[config.mk]
export PLATFORM = sky130hd
export DESIGN_NAME = imem_loader
export DESIGN_NICKNAME = d
export VERILOG_FILES = /design/src/rtl/imem_loader.sv
export SDC_FILE = /design/constraint.sdc
export NUM_CORES = 1
export LEC_CHECK = 0
export ABC_AREA = 1
export ABC_CLOCK_PERIOD_IN_PS = 1900
export BUFFER_PORTS_ARGS = -buffer_cell sky130_fd_sc_hd__clkbuf_2
export CAP_MARGIN = 0
export CORE_UTILIZATION = 40
export DETAILED_ROUTE_END_ITERATION = 16
export PLACE_DENSITY = 0.66
export SKIP_CTS_REPAIR_TIMING = 1
export SYNTH_ARGS = -nofsm -noshare
export SYNTH_HDL_FRONTEND = slang
export SYNTH_SLANG_ARGS = --single-unit
[constraint.sdc]
create_clock -name clock -period 1.9 [get_ports clock]
set_clock_uncertainty 0.1 [all_clocks]
set_input_delay 0.095 -clock clock [delete_from_list [all_inputs] [get_ports clock]]
set_output_delay 0.095 -clock clock [all_outputs]
set_load 0.02 [all_outputs]
[src/rtl/imem_loader.sv]
// Instruction-memory program loader: packs a little-endian byte stream into
// 32-bit words and writes them to consecutive word addresses while holding fetch.
module imem_loader #(
    parameter int WORDS     = 256,
    parameter int ADDR_SIZE = 64,
    parameter int SIZE      = 32,
    parameter int CNT_W     = 9
) (
    input  logic                 clock,
    input  logic                 reset_n,
    input  logic                 start,
    input  logic [CNT_W-1:0]     word_count,
    input  logic [7:0]           in_byte,
    input  logic                 in_valid,
    output logic                 in_ready,
    output logic                 wr_en,
    output logic [ADDR_SIZE-1:0] wr_addr,
    output logic [SIZE-1:0]      wr_data,
    output logic                 hold,
    output logic                 busy,
    output logic                 done,
    output logic                 error
);

    localparam int BYTES = SIZE / 8;
    localparam int IDX_W = (BYTES > 1) ? $clog2(BYTES) : 1;
    localparam logic [CNT_W-1:0] WORDS_C  = CNT_W'(WORDS);
    localparam logic [IDX_W-1:0] LAST_IDX = IDX_W'(BYTES - 1);

    typedef enum logic [1:0] {
        IDLE  = 2'd0,
        RECV  = 2'd1,
        WRITE = 2'd2,
        DONE  = 2'd3
    } state_t;

    state_t               state_q, state_d;
    logic [CNT_W-1:0]     count_q, count_d;
    logic [CNT_W-1:0]     word_cnt_q, word_cnt_d;
    logic [IDX_W-1:0]     byte_idx_q, byte_idx_d;
    logic [SIZE-1:0]      asm_q, asm_d;
    logic [ADDR_SIZE-1:0] wr_addr_q, wr_addr_d;
    logic [SIZE-1:0]      wr_data_q, wr_data_d;
    logic                 error_q, error_d;
    logic [CNT_W-1:0]     word_cnt_inc;
    logic [SIZE-1:0]      asm_next;

    always_ff @(posedge clock or negedge reset_n) begin
        if (!reset_n) begin
            state_q    <= IDLE;
            count_q    <= '0;
            word_cnt_q <= '0;
            byte_idx_q <= '0;
            asm_q      <= '0;
            wr_addr_q  <= '0;
            wr_data_q  <= '0;
            error_q    <= 1'b0;
        end else begin
            state_q    <= state_d;
            count_q    <= count_d;
            word_cnt_q <= word_cnt_d;
            byte_idx_q <= byte_idx_d;
            asm_q      <= asm_d;
            wr_addr_q  <= wr_addr_d;
            wr_data_q  <= wr_data_d;
            error_q    <= error_d;
        end
    end

    always_comb begin
        state_d      = state_q;
        count_d      = count_q;
        word_cnt_d   = word_cnt_q;
        byte_idx_d   = byte_idx_q;
        asm_d        = asm_q;
        wr_addr_d    = wr_addr_q;
        wr_data_d    = wr_data_q;
        error_d      = error_q;
        word_cnt_inc = word_cnt_q + CNT_W'(1);
        asm_next     = asm_q;
        asm_next[byte_idx_q*8 +: 8] = in_byte;

        case (state_q)
            IDLE: begin
                if (start) begin
                    if (word_count > WORDS_C) begin
                        error_d = 1'b1;
                    end else if (word_count == '0) begin
                        error_d = 1'b0;
                        state_d = DONE;
                    end else begin
                        error_d    = 1'b0;
                        count_d    = word_count;
                        word_cnt_d = '0;
                        byte_idx_d = '0;
                        wr_addr_d  = '0;
                        state_d    = RECV;
                    end
                end
            end
            RECV: begin
                if (in_valid) begin
                    asm_d      = asm_next;
                    byte_idx_d = byte_idx_q + IDX_W'(1);
                    if (byte_idx_q == LAST_IDX) begin
                        wr_data_d = asm_next;
                        state_d   = WRITE;
                    end
                end
            end
            WRITE: begin
                word_cnt_d = word_cnt_inc;
                byte_idx_d = '0;
                if (word_cnt_inc == count_q) begin
                    state_d = DONE;
                end else begin
                    wr_addr_d = wr_addr_q + ADDR_SIZE'(4);
                    state_d   = RECV;
                end
            end
            DONE: begin
                state_d = IDLE;
            end
            default: begin
                state_d = IDLE;
            end
        endcase
    end

    // All handshake/status outputs decode directly from the registered state.
    assign in_ready = (state_q == RECV);
    assign wr_en    = (state_q == WRITE);
    assign done     = (state_q == DONE);
    assign busy     = (state_q != IDLE);
    assign hold     = (state_q != IDLE);
    assign wr_addr  = wr_addr_q;
    assign wr_data  = wr_data_q;
    assign error    = error_q;

endmodule

Yosys cells after proc, flatten, opt, wreduce, memory -nomap -nowiden
Index checks and enable logic that the tools add are counted.
{ "classes": {"addsub": 4, "multipliers": 0, "div_mod_pow": 0, "n_lt_le_gt_ge": 1, "n_eq_ne": 11, "shift": 2, "muxes": 23, "n_bitwise": 2, "n_reduce_logical": 13} }
{ "op_table": {"columns": ["op", "count"], "rows": [
  ["two-way mux 64 bit", 4],
  ["case mux 64 bit (2 select lines)", 1],
  ["adder 64 x 3 -> 64 bit, second input constant", 1],
  ["negator 5 -> 34 bit", 1],
  ["variable shift 8 x 34 -> 32 bit, first input constant", 1],
  ["indexed part select 8 x 34 -> 32 bit", 1],
  ["bitwise mux 32 bit", 1],
  ["two-way mux 9 bit", 3],
  ["two-way mux 2 bit", 10],
  ["case mux 9 bit (2 select lines)", 1],
  ["AND reduction 4 bit", 3],
  ["inequality test 2 bit, second input constant", 5],
  ["AND reduction 5 bit", 2],
  ["adder 9 x 1 -> 9 bit, second input constant", 1],
  ["equality test 9 bit", 1],
  ["> comparator 9 bit, second input constant", 1],
  ["zero test 9 bit", 1],
  ["case mux 2 bit (4 select lines)", 1],
  ["equality test 2 bit, second input constant", 3],
  ["case mux 2 bit (3 select lines)", 1],
  ["AND reduction 2 bit", 2],
  ["nonzero test 2 bit", 2],
  ["AND reduction 3 bit", 1],
  ["nonzero test 3 bit", 1],
  ["other kinds (6)", 7]
]} }
{ "totals": {"ff_bits": 151, "latch_bits": 0, "ramBits": 0, "mem_bits_ro": 0, "inputBits": 21, "out_inout_bits": 102, "mem_count": 0} }

Longest topological paths before layout
Gate-level depths: netlist (run 1).
{ "depth": {"depth_word": 5, "ltp_mapped": 15, "mapped_depth_nobuf": 14} }

Worst setup path after synthesis (run 1)
No wires, ideal clock.
{ "synth_path": {"path_kind": "reg2reg", "start": "reg state_q[0]", "end": "reg wr_addr_q[50], in the netlist wr_addr[50]", "t_arrival_ns": 1.970, "path_slack_ns": -0.235, "path_stages_with_launch": 12, "path_cell_list": "dfrtp_1 > inv_1 > ha_1 > inv_1 > a21oi_1 > a21oi_1 > inv_1 > a21oi_4 > buf_4 > buf_2 > nand3_1 > nand2_1"} }
{ "synth_between": {"elab_chain_cells": 3} }
{ "synth_rtl": {"columns": ["element", "line", "rtl"], "rows": [
  ["from (decl)", "37", "state_t state_q, state_d;"],
  ["from (signal assigned)", "59", "state_q <= state_d;"],
  ["equality test 2 bit or zero test 2 bit (tied branches)", "83", "case (state_q)"],
  ["inequality test 2 bit (no line) or nonzero test 2 bit (tied branches)", null, null],
  ["AND reduction 5 bit (no line)", null, null],
  ["to (signal assigned)", "64", "wr_addr_q <= wr_addr_d;"],
  ["to (decl)", "42", "logic [ADDR_SIZE-1:0] wr_addr_q, wr_addr_d;"]
]} }
Parallel ways exist; a longest one is shown, timed or not.
A chain may end at the register's enable or synchronous reset.

Worst setup path in the final report (run 1)
{ "layout_path": {"start": "reg word_cnt_q[0]", "end": "reg wr_addr_q[33], in the netlist wr_addr[33]"} }
{ "layout_between": {"elab_chain_cells": 4} }
{ "layout_rtl": {"columns": ["element", "line", "rtl"], "rows": [
  ["from (decl)", "39", "logic [CNT_W-1:0] word_cnt_q, word_cnt_d;"],
  ["from (signal assigned)", "61", "word_cnt_q <= word_cnt_d;"],
  ["adder 9 x 1 -> 9 bit", "79", "word_cnt_inc = word_cnt_q + CNT_W'(1);"],
  ["equality test 9 bit", "114", "if (word_cnt_inc == count_q) begin"],
  ["inequality test 2 bit (no line)", null, null],
  ["AND reduction 5 bit (no line)", null, null]
]} }
Every way passes these cells.

==> results of run 1 <==
==> power by group <==
part / switching (mW) / internal (mW)
sequential: 0.342 / 3.82
clock: 1.74 / 1.81
combinational: 3.44 / 2.54
total: 5.52 / 8.17
==> worst paths after layout <==
check	startpoint	end	slack, ns	cells past startpoint
setup / recovery	word_cnt_q[0]	wr_addr[33]	-0.20	12
hold / removal	in_byte[5]	asm_q[21]	0.009	5
setup reg to reg	word_cnt_q[0]	wr_addr[33]	-0.20	12
hold reg to reg	wr_data[27]	wr_data[27]	0.41	1
max in group asynchronous	reset_n	wr_addr[24]	0.52	3
min in group asynchronous	reset_n	wr_addr[48]	0.13	3
==> layer usage <==
metal  global-route usage (%)  part of all wire (%)
met5                        0                     0
met2                     40.5                    47
met1                     32.7                    44
met3                     3.16                   5.6
met4                     9.45                   3.0
==> logic make-up after synthesis <==
logic type                 after synthesis
adders and majority gates               15
and+or+nand+nor                        737
other                                    1
AOI/OAI and AO/OA                      114
muxes                                   37
xor gates and xnor gates                29
DFF                                    149
buffers and inverters                  138
==> per-stage QoR <==
stage	hold slack (ns)	cells	setup slack (ns)	TNS, ns	cell area [sq um]
final	0.00900	1781	-0.200	-10.05	12100
after global routing	0.0498	1781	-0.308	-18.48	12100
after CTS	-0.623	1753	-0.224	-12.08	11500
after detailed placement	-0.159	1721	-0.204	-11.89	10900
after global placement	-0.161	1721	-0.173	-9.93	10900
after floorplan	-0.301	1221	0.000489	0	8960
==> cell usage after synthesis <==
| library cell | count |
|---|---|
| nor2_1 | 200 |
| o21bai_1 | 23 |
| nand4_1 | 20 |
| nand3_1 | 95 |
| xnor2_1 | 10 |
| a21oi_1 | 8 |
| conb_1 | 1 |
| dfrtp_1 | 149 |
| buf_1 | 6 |
| buf_4 | 6 |
| o21ai_0 | 41 |
| or2_2 | 1 |
| buf_6 | 6 |
| xor2_1 | 19 |
| inv_2 | 4 |
| buf_2 | 9 |
| o32ai_1 | 8 |
| mux2_2 | 37 |
| o21ai_1 | 1 |
| nand2_8 | 1 |
| nor3_1 | 2 |
| a21oi_4 | 1 |
| nor3_2 | 1 |
| nor4_1 | 2 |
| o22ai_1 | 31 |
| ha_1 | 15 |
| nand2_1 | 406 |
| clkbuf_1 | 19 |
| inv_1 | 88 |
| nand3b_1 | 1 |
| a21boi_0 | 1 |
| nor3b_1 | 3 |
| nand2_4 | 1 |
| nor2_2 | 4 |
==> state kept, by name (all words and copies together) (netlist names) <==
register and count:
asm_q 32, byte_idx_q 2, count_q 9, error 1, state_q 2, word_cnt_q 9, wr_addr 62, wr_data 32
==> area by class of cell <==
class,count,area [sq um],area share [%]
tap,280,350,2.91
clock buffer,17,425,3.53
sequential,149,3730,31.0
clock inverter,15,201,1.67
timing repair buffer,294,2220,18.4
inverter,92,348,2.88
multi-input combinational,934,4780,39.6
==> worst register-to-register path, cell delays in order (launching register included) <==
cell and delay [ns]:
dfrtp_1 0.42, buf_4 0.16, buf_4 0.13, xor2_1 0.14
nand3_1 0.10, nor2_1 0.12, nand3_1 0.09, nor2_2 0.17
nand2_4 0.12, nand2_8 0.17, clkbuf_16 0.19, nand2_1 0.05
nand2_1 0.06
==> impl_metrics.py, run 1 <==
metrics = {
    "placement": {
        "place_hpwl_mm": 20.5,
        "routabilityCongestion": 0.934,
        "portBuffers": 120,
    },
    "detailed_routing": {
        "ant_nets": 0,
        "drt_iter0_drc": 663,
        "post-route-drc-count": 0,
        "drt_pass1_iterations": 6,
        "wl_per_cell_um": 16.2,
        "vias_per_cell": 5.14,
        "vias": 9158,
        "routed_wl_mm": 28.9,
    },
    "logic_synthesis": {
        "syn_area_sq_mm": 0.00890,
        "synth_compound_area_share_pct": 7.99,
        "ys_ff_latch": 149,
        "synth.avg_cell_area_sq_um": 7.29,
        "synth_top_family_by_area": "simple AND/OR/NAND/NOR gates",
        "synthMuxAreaShare_pct": 4.68,
        "yosysTopAreaCellShare_pct": 41.9,
        "syn_inst": 1220,
        "yosysWarnings": 0,
        "synth_cell_types": 34,
        "yosys.area.top_type": "dfrtp_1",
        "synth-simple-area-share_pct": 33.7,
        "synthTopCellsByArea": "dfrtp_1 42%, nand2_1 17%, nor2_1 8.4%",
        "synth_xor_area_share_pct": 2.85,
        "synthAdderAreaFrac_pct": 2.11,
        "yosysSeqAreaShare_pct": 41.9,
    },
    "clocking": {
        "clock_latency_ns": 0.44,
        "clockBufferDepth": 2,
        "htree_levels": 4,
        "ctsRootBufferMaster": "clkbuf_16",
        "clk_pin_slew_worst_paths_ns": 0.08,
        "cts_made_buffers": 17,
        "clock-sinks": 149,
        "cts_tree": "built",
    },
    "power_and_ir_drop": {
        "ir_drop_mv": 0.677,
        "power_mw": 13.7,
        "power_density_mw_per_mm2": 1140,
        "p_leak_nw": 5.54,
    },
    "setup_path": {
        "path_max_fanout": 7,
        "path_class": "reg2reg",
        "cp_num_buf_inv": 3,
        "arrival_ns": 2.36,
        "start_kind": "register",
        "worst-endpoint-required_ns": 2.16,
        "crit_family": "simple AND/OR/NAND/NOR gates",
        "slowest_stage": "dfrtp_1",
        "cpPeakStageDelay_ns": 0.42,
        "crit_path_end_kind": "register",
        "crit_path_cell_trace": "buf_4 -> buf_4 -> xor2_1 -> nand3_1 -> nor2_1 -> nand3_1 -> nor2_2 -> nand2_4 -> nand2_8 -> clkbuf_16 -> nand2_1 -> nand2_1",
    },
    "sta": {
        "period_minus_slack_ns": 2.10,
        "maxSlewHeadroom_pct": 53.7,
        "report.final.slew_viol_count": 0,
        "fin_crit_sh_pct": 111,
        "worst_pin_slew_ns": 0.692,
        "fin_ws_ns": -0.200,
        "rsz0062_at_grt": "true",
        "finalHoldViolations": 0,
        "setup_viol": 65,
        "fmax_mhz": 476,
    },
    "floorplanning": {
        "die_width_um": 151,
        "rows": 54,
        "ios": 123,
        "fp.coreArea_sq_mm": 0.0218,
        "dieArea_sq_mm": 0.0228,
        "start_util_pct": 40.8,
        "fp.dieH_um": 151,
    },
    "global_routing": {
        "grt_max_degree": 71,
        "antenna_found_initial": 0,
        "grt_pass1_wl_mm": 42.8,
        "grtUsageTotal_pct": 24.5,
        "overflow": 0,
        "grt_pass1_vias": 8370,
    },
    "cells_and_area": {
        "final_common_cell": "nand2_1",
        "fillers": 2039,
        "antennaDiodeCount": 0,
        "area_growth_pct": 35.5,
        "mostFrequentLayoutCells": "404 x nand2_1, 196 x nor2_1, 144 x dfrtp_1, 138 x buf_4, 119 x clkbuf_2",
        "fin_util_pct": 55.3,
        "nets": 1524,
        "drive_gt1_share_pct": 26.2,
    },
    "worst_hold_path": {
        "min_path_type": "in2reg",
    },
    "run": {
        "maxCapViolCount": 0,
    },
    "status": {
        "violations": "setup timing",
        "status": "complete, but fails checks",
    },
}
No activity file was read; power rests on OpenSTA's default activity.
==> inputs of run 2 (changes only) <==
==> constraint.sdc (replaced) <==
create_clock -name clock -period 1.9 [get_ports clock]
set_clock_uncertainty 0.1 [all_clocks]
set_input_delay 0.095 -clock clock [delete_from_list [all_inputs] [get_ports clock]]
set_output_delay 0.095 -clock clock [all_outputs]
set_load 0.005 [all_outputs]
==> run 2 against run 1 <==
Net effect: the run still ends with setup timing left; worst hold slack gained 0.0014 ns; utilization fell by 0.69 points; wire length shrank 4.2%; critical path type unchanged; largest cell class unchanged.
==> impl_metrics.py, run 2 (synthesis gave the netlist of run 1 again) <==
metrics = {
    "status": {
        "status": "complete, but fails checks",
        "violations": "setup timing",
    },
    "power_and_ir_drop": {
        "p_leak_nw": 5.45,
        "ir_drop_mv": 0.597,
        "power_mw": 13.0,
        "power_density_mw_per_mm2": 1090,
    },
    "global_routing": {
        "grtUsageTotal_pct": 24.8,
        "grt_pass1_vias": 8574,
        "grt_max_degree": 59,
        "grt_pass1_wl_mm": 43.6,
        "overflow": 0,
        "antenna_found_initial": 0,
    },
    "sta": {
        "fin_ws_ns": -0.204,
        "hold_slack_ns": 0.0104,
        "setup_viol": 63,
        "finalHoldViolations": 0,
        "rsz0062_at_grt": "true",
        "report.final.slew_viol_count": 0,
        "fmax_mhz": 475,
        "period_minus_slack_ns": 2.10,
        "fin_crit_sh_pct": 111,
    },
    "cells_and_area": {
        "layout.cells.non_filler": 1768,
        "mostFrequentLayoutCells": "402 x nand2_1, 195 x nor2_1, 147 x dfrtp_1, 129 x buf_4, 119 x clkbuf_2",
        "largest_register_ffs": 62,
        "nets": 1511,
        "fin_util_pct": 54.6,
        "drive_gt1_share_pct": 26.2,
        "area_growth_pct": 33.8,
        "final_common_cell": "nand2_1",
        "antennaDiodeCount": 0,
        "fillers": 2066,
    },
    "detailed_routing": {
        "drt_iter0_drc": 654,
        "vias_per_cell": 5.14,
        "ant_nets": 0,
        "routed_wl_mm": 27.7,
        "drt_pass1_iterations": 5,
        "vias": 9083,
        "wl_per_cell_um": 15.7,
        "post-route-drc-count": 0,
    },
    "worst_hold_path": {
        "min_path_type": "in2async",
    },
    "placement": {
        "routabilityCongestion": 1.03,
        "place_inst": 1719,
        "place_hpwl_mm": 20.9,
        "portBuffers": 120,
        "pre_cts_ws_ns": -0.139,
    },
    "run": {
        "maxCapViolCount": 0,
    },
    "setup_path": {
        "cpMostUsedCell": "nand2_1",
        "worst-endpoint-required_ns": 2.17,
        "cp_num_buf_inv": 1,
        "path_class": "reg2reg",
        "crit_family": "simple AND/OR/NAND/NOR gates",
        "cpPeakStageDelay_ns": 0.41,
        "crit_path_cell_trace": "ha_4 -> nand2_2 -> o21bai_1 -> nand2_1 -> nand2_1 -> nand3_2 -> nor3_4 -> nand2_4 -> nand2_8 -> buf_12 -> nand2_1 -> nand2_1",
        "start_kind": "register",
        "crit_path_end_kind": "register",
        "slowest_stage": "dfrtp_1",
        "path_max_fanout": 18,
        "arrival_ns": 2.38,
    },
    "clocking": {
        "clockBufferDepth": 2,
        "clock_latency_ns": 0.44,
        "clock-sinks": 149,
        "cts_tree": "built",
        "clk_pin_slew_worst_paths_ns": 0.07,
        "cts_made_buffers": 17,
        "ctsRootBufferMaster": "clkbuf_16",
        "htree_levels": 4,
    },
    "floorplanning": {
        "rows": 54,
        "die_width_um": 151,
        "ios": 123,
        "dieArea_sq_mm": 0.0228,
        "fp.coreArea_sq_mm": 0.0218,
        "start_util_pct": 40.8,
        "fp.dieH_um": 151,
    },
}
[run 2: final cells by class]
class	instances	area, sq um	share of cell area (%)
clock buffer	17	425	3.57
clock inverter	15	196	1.65
inverter	92	348	2.92
multi-input combinational	934	4780	40.1
sequential	149	3730	31.3
tap	280	350	2.94
timing repair buffer	281	2080	17.5
[run 2: worst paths after layout]
path | cells after the start | endpoint | slack (ns) | startpoint
setup / recovery | 12 | wr_addr[40] | -0.20 | word_cnt_q[1]
hold / removal | 2 | wr_addr[14] | 0.01 | reset_n
setup reg to reg | 12 | wr_addr[40] | -0.20 | word_cnt_q[1]
hold reg to reg | 1 | wr_data[12] | 0.41 | wr_data[12]
max in group asynchronous | 3 | asm_q[22] | 1.04 | reset_n
min in group clock | 5 | asm_q[28] | 0.01 | in_byte[4]
[run 2: stage by stage]
step	cell area [sq um]	setup TNS (ns)
after global placement	10900	-6.49
after global routing	11900	-20.55
final	11900	-11.36
after floorplan	8930	0
after CTS	11500	-8.78
after detailed placement	10900	-8.32
[run 2: power by group]
part	leakage, nW	internal, mW	switching, mW
clock network	0.301	1.81	1.71
registers	2.00	3.81	0.314
logic	3.15	2.40	2.97
total	5.45	8.02	5.00
[run 2: metal layers]
layer	track usage, %	share of wire, %	vias up
met5	0	0	-
met2	41.9	48	291
met4	9.40	2.4	0
li1	-	-	4461
met3	4.22	6.1	42
met1	31.5	43	4289
==> inputs of run 3 (changes only) <==
--- a/config.mk
+++ b/config.mk
@@ -7,11 +7,10 @@
 export LEC_CHECK = 0
 export ABC_AREA = 1
 export ABC_CLOCK_PERIOD_IN_PS = 1900
-export BUFFER_PORTS_ARGS = -buffer_cell sky130_fd_sc_hd__clkbuf_2
-export CAP_MARGIN = 0
-export CORE_UTILIZATION = 40
+export CORE_UTILIZATION = 45
 export DETAILED_ROUTE_END_ITERATION = 16
-export PLACE_DENSITY = 0.66
+export DONT_BUFFER_PORTS = 1
+export PLACE_DENSITY = 0.67
 export SKIP_CTS_REPAIR_TIMING = 1
 export SYNTH_ARGS = -nofsm -noshare
 export SYNTH_HDL_FRONTEND = slang
==> run 3 against run 2 <==
Net effect: the run ends with hold timing, setup timing left; critical path depth did not move; register-to-register slack lost 0.09 ns; combinational power hardly changed; sequential power is 2% higher; global-route usage grew 2.3 points; critical path type unchanged; largest cell class unchanged; largest power group unchanged.
==> impl_metrics.py, run 3 (synthesis gave the netlist of run 1 again) <==
metrics = {
    "global_routing": {
        "overflow": 0,
        "antenna_found_initial": 0,
        "grt_max_degree": 150,
        "grt_pass1_wl_mm": 42.4,
        "grtUsageTotal_pct": 27.1,
        "grt_pass1_vias": 8132,
    },
    "detailed_routing": {
        "vias_per_cell": 5.31,
        "drt_pass1_iterations": 5,
        "ant_nets": 0,
        "routed_wl_mm": 28.3,
        "post-route-drc-count": 0,
        "vias": 8869,
        "drt_iter0_drc": 594,
        "wl_per_cell_um": 17.0,
    },
    "cells_and_area": {
        "layout.cells.non_filler": 1669,
        "drive_gt1_share_pct": 24.4,
        "area_growth_pct": 31.8,
        "mostFrequentLayoutCells": "364 x nand2_1, 190 x nor2_1, 156 x buf_4, 147 x dfrtp_1, 87 x nand3_1",
        "final-seq-area_sq_mm": 0.00373,
        "largest_register_ffs": 62,
        "nets": 1427,
        "fin_util_pct": 60.5,
        "fin_area_sq_mm": 0.0117,
        "final_common_cell": "nand2_1",
        "multiInputGateArea_sq_mm": 0.00496,
        "fillers": 1741,
        "antennaDiodeCount": 0,
    },
    "floorplanning": {
        "fp.coreArea_sq_mm": 0.0194,
        "start_util_pct": 45.9,
        "fp.dieH_um": 143,
        "ios": 123,
        "dieArea_sq_mm": 0.0203,
        "die_width_um": 143,
        "rows": 51,
    },
    "placement": {
        "pre_cts_ws_ns": -0.141,
        "place_inst": 1606,
        "place_hpwl_mm": 20.1,
        "portBuffers": 0,
        "post_dp_cell_area_sq_mm": 0.0104,
        "routabilityCongestion": 0.989,
    },
    "setup_path": {
        "path_class": "reg2reg",
        "critPathLaunch": "word_cnt_q[1]",
        "start_kind": "register",
        "path_max_fanout": 8,
        "arrival_ns": 2.47,
        "crit_path_end_kind": "register",
        "reg2reg_from": "word_cnt_q[1]",
        "worst-endpoint-required_ns": 2.17,
    },
    "clocking": {
        "clockBufferDepth": 2,
        "cts_made_buffers": 17,
        "clk_pin_slew_worst_paths_ns": 0.08,
        "htree_levels": 4,
        "clock-sinks": 149,
        "ctsRootBufferMaster": "clkbuf_16",
        "clock_latency_ns": 0.43,
        "cts_tree": "built",
    },
    "power_and_ir_drop": {
        "ir_drop_mv": 0.981,
        "power_mw": 13.1,
        "p_leak_nw": 5.15,
        "power_density_mw_per_mm2": 1110,
    },
    "status": {
        "status": "complete, but fails checks",
        "violations": "hold timing, setup timing",
    },
    "run": {
        "maxCapViolCount": 0,
    },
    "sta": {
        "period_minus_slack_ns": 2.20,
        "hold_slack_ns": -0.745,
        "fmax_mhz": 455,
        "setup_viol": 63,
        "finalHoldViolations": 151,
        "fin_crit_sh_pct": 116,
        "report.final.slew_viol_count": 0,
        "fin_ws_ns": -0.298,
        "tns_ns": -14.69,
        "rsz0062_at_grt": "true",
    },
    "worst_hold_path": {
        "min_path_type": "in2async",
    },
}
run 3: worst max-delay path, stage by stage (launching register included):
cell and delay [ns]:
dfrtp_1 0.42, ha_4 0.21, nand2_4 0.08, o21bai_4 0.16, nand2_1 0.09, nand2_1 0.08
nand3_2 0.10, nor3_4 0.23, nand2_4 0.14, nand2_8 0.17, clkbuf_16 0.20, nand2_2 0.06
nand2_1 0.06
run 3: where the power goes:
group	switching, mW	leakage, nW	total, mW	internal [mW]
Sequential	0.406	2.00	4.22	3.81
Combinational	2.98	2.87	5.35	2.37
Clock	1.70	0.285	3.49	1.78
Total	5.09	5.15	13.1	7.97
run 3: final timing paths:
check,to,slack (ns),depth (start not counted)
min in group clock,state_q[0],-0.07,3
worst min-delay path,wr_addr[36],-0.75,0
worst max register to register,wr_addr[10],-0.30,12
max in group asynchronous,word_cnt_q[3],2.15,0
worst max-delay path,wr_addr[10],-0.30,12
worst min register to register,wr_data[31],0.44,1
run 3: layout make-up:
type                    instances  share of cell area [%]
well taps                     265                    2.83
flip-flops and latches        149                    31.8
inverters                      92                    2.97
repair buffers                196                    15.0
multi-input cells             935                    42.3
clock inverters                15                    1.54
clock buffers                  17                    3.63
run 3: metal layers:
metal  GRT usage, %  vias to the layer above  routed length (um)
met5              0                        -                   0
met4           9.17                        0                 724
met3           5.80                       53                1860
met2           45.1                      316               13800
met1           34.9                     4209               11900
li1               -                     4291                   -
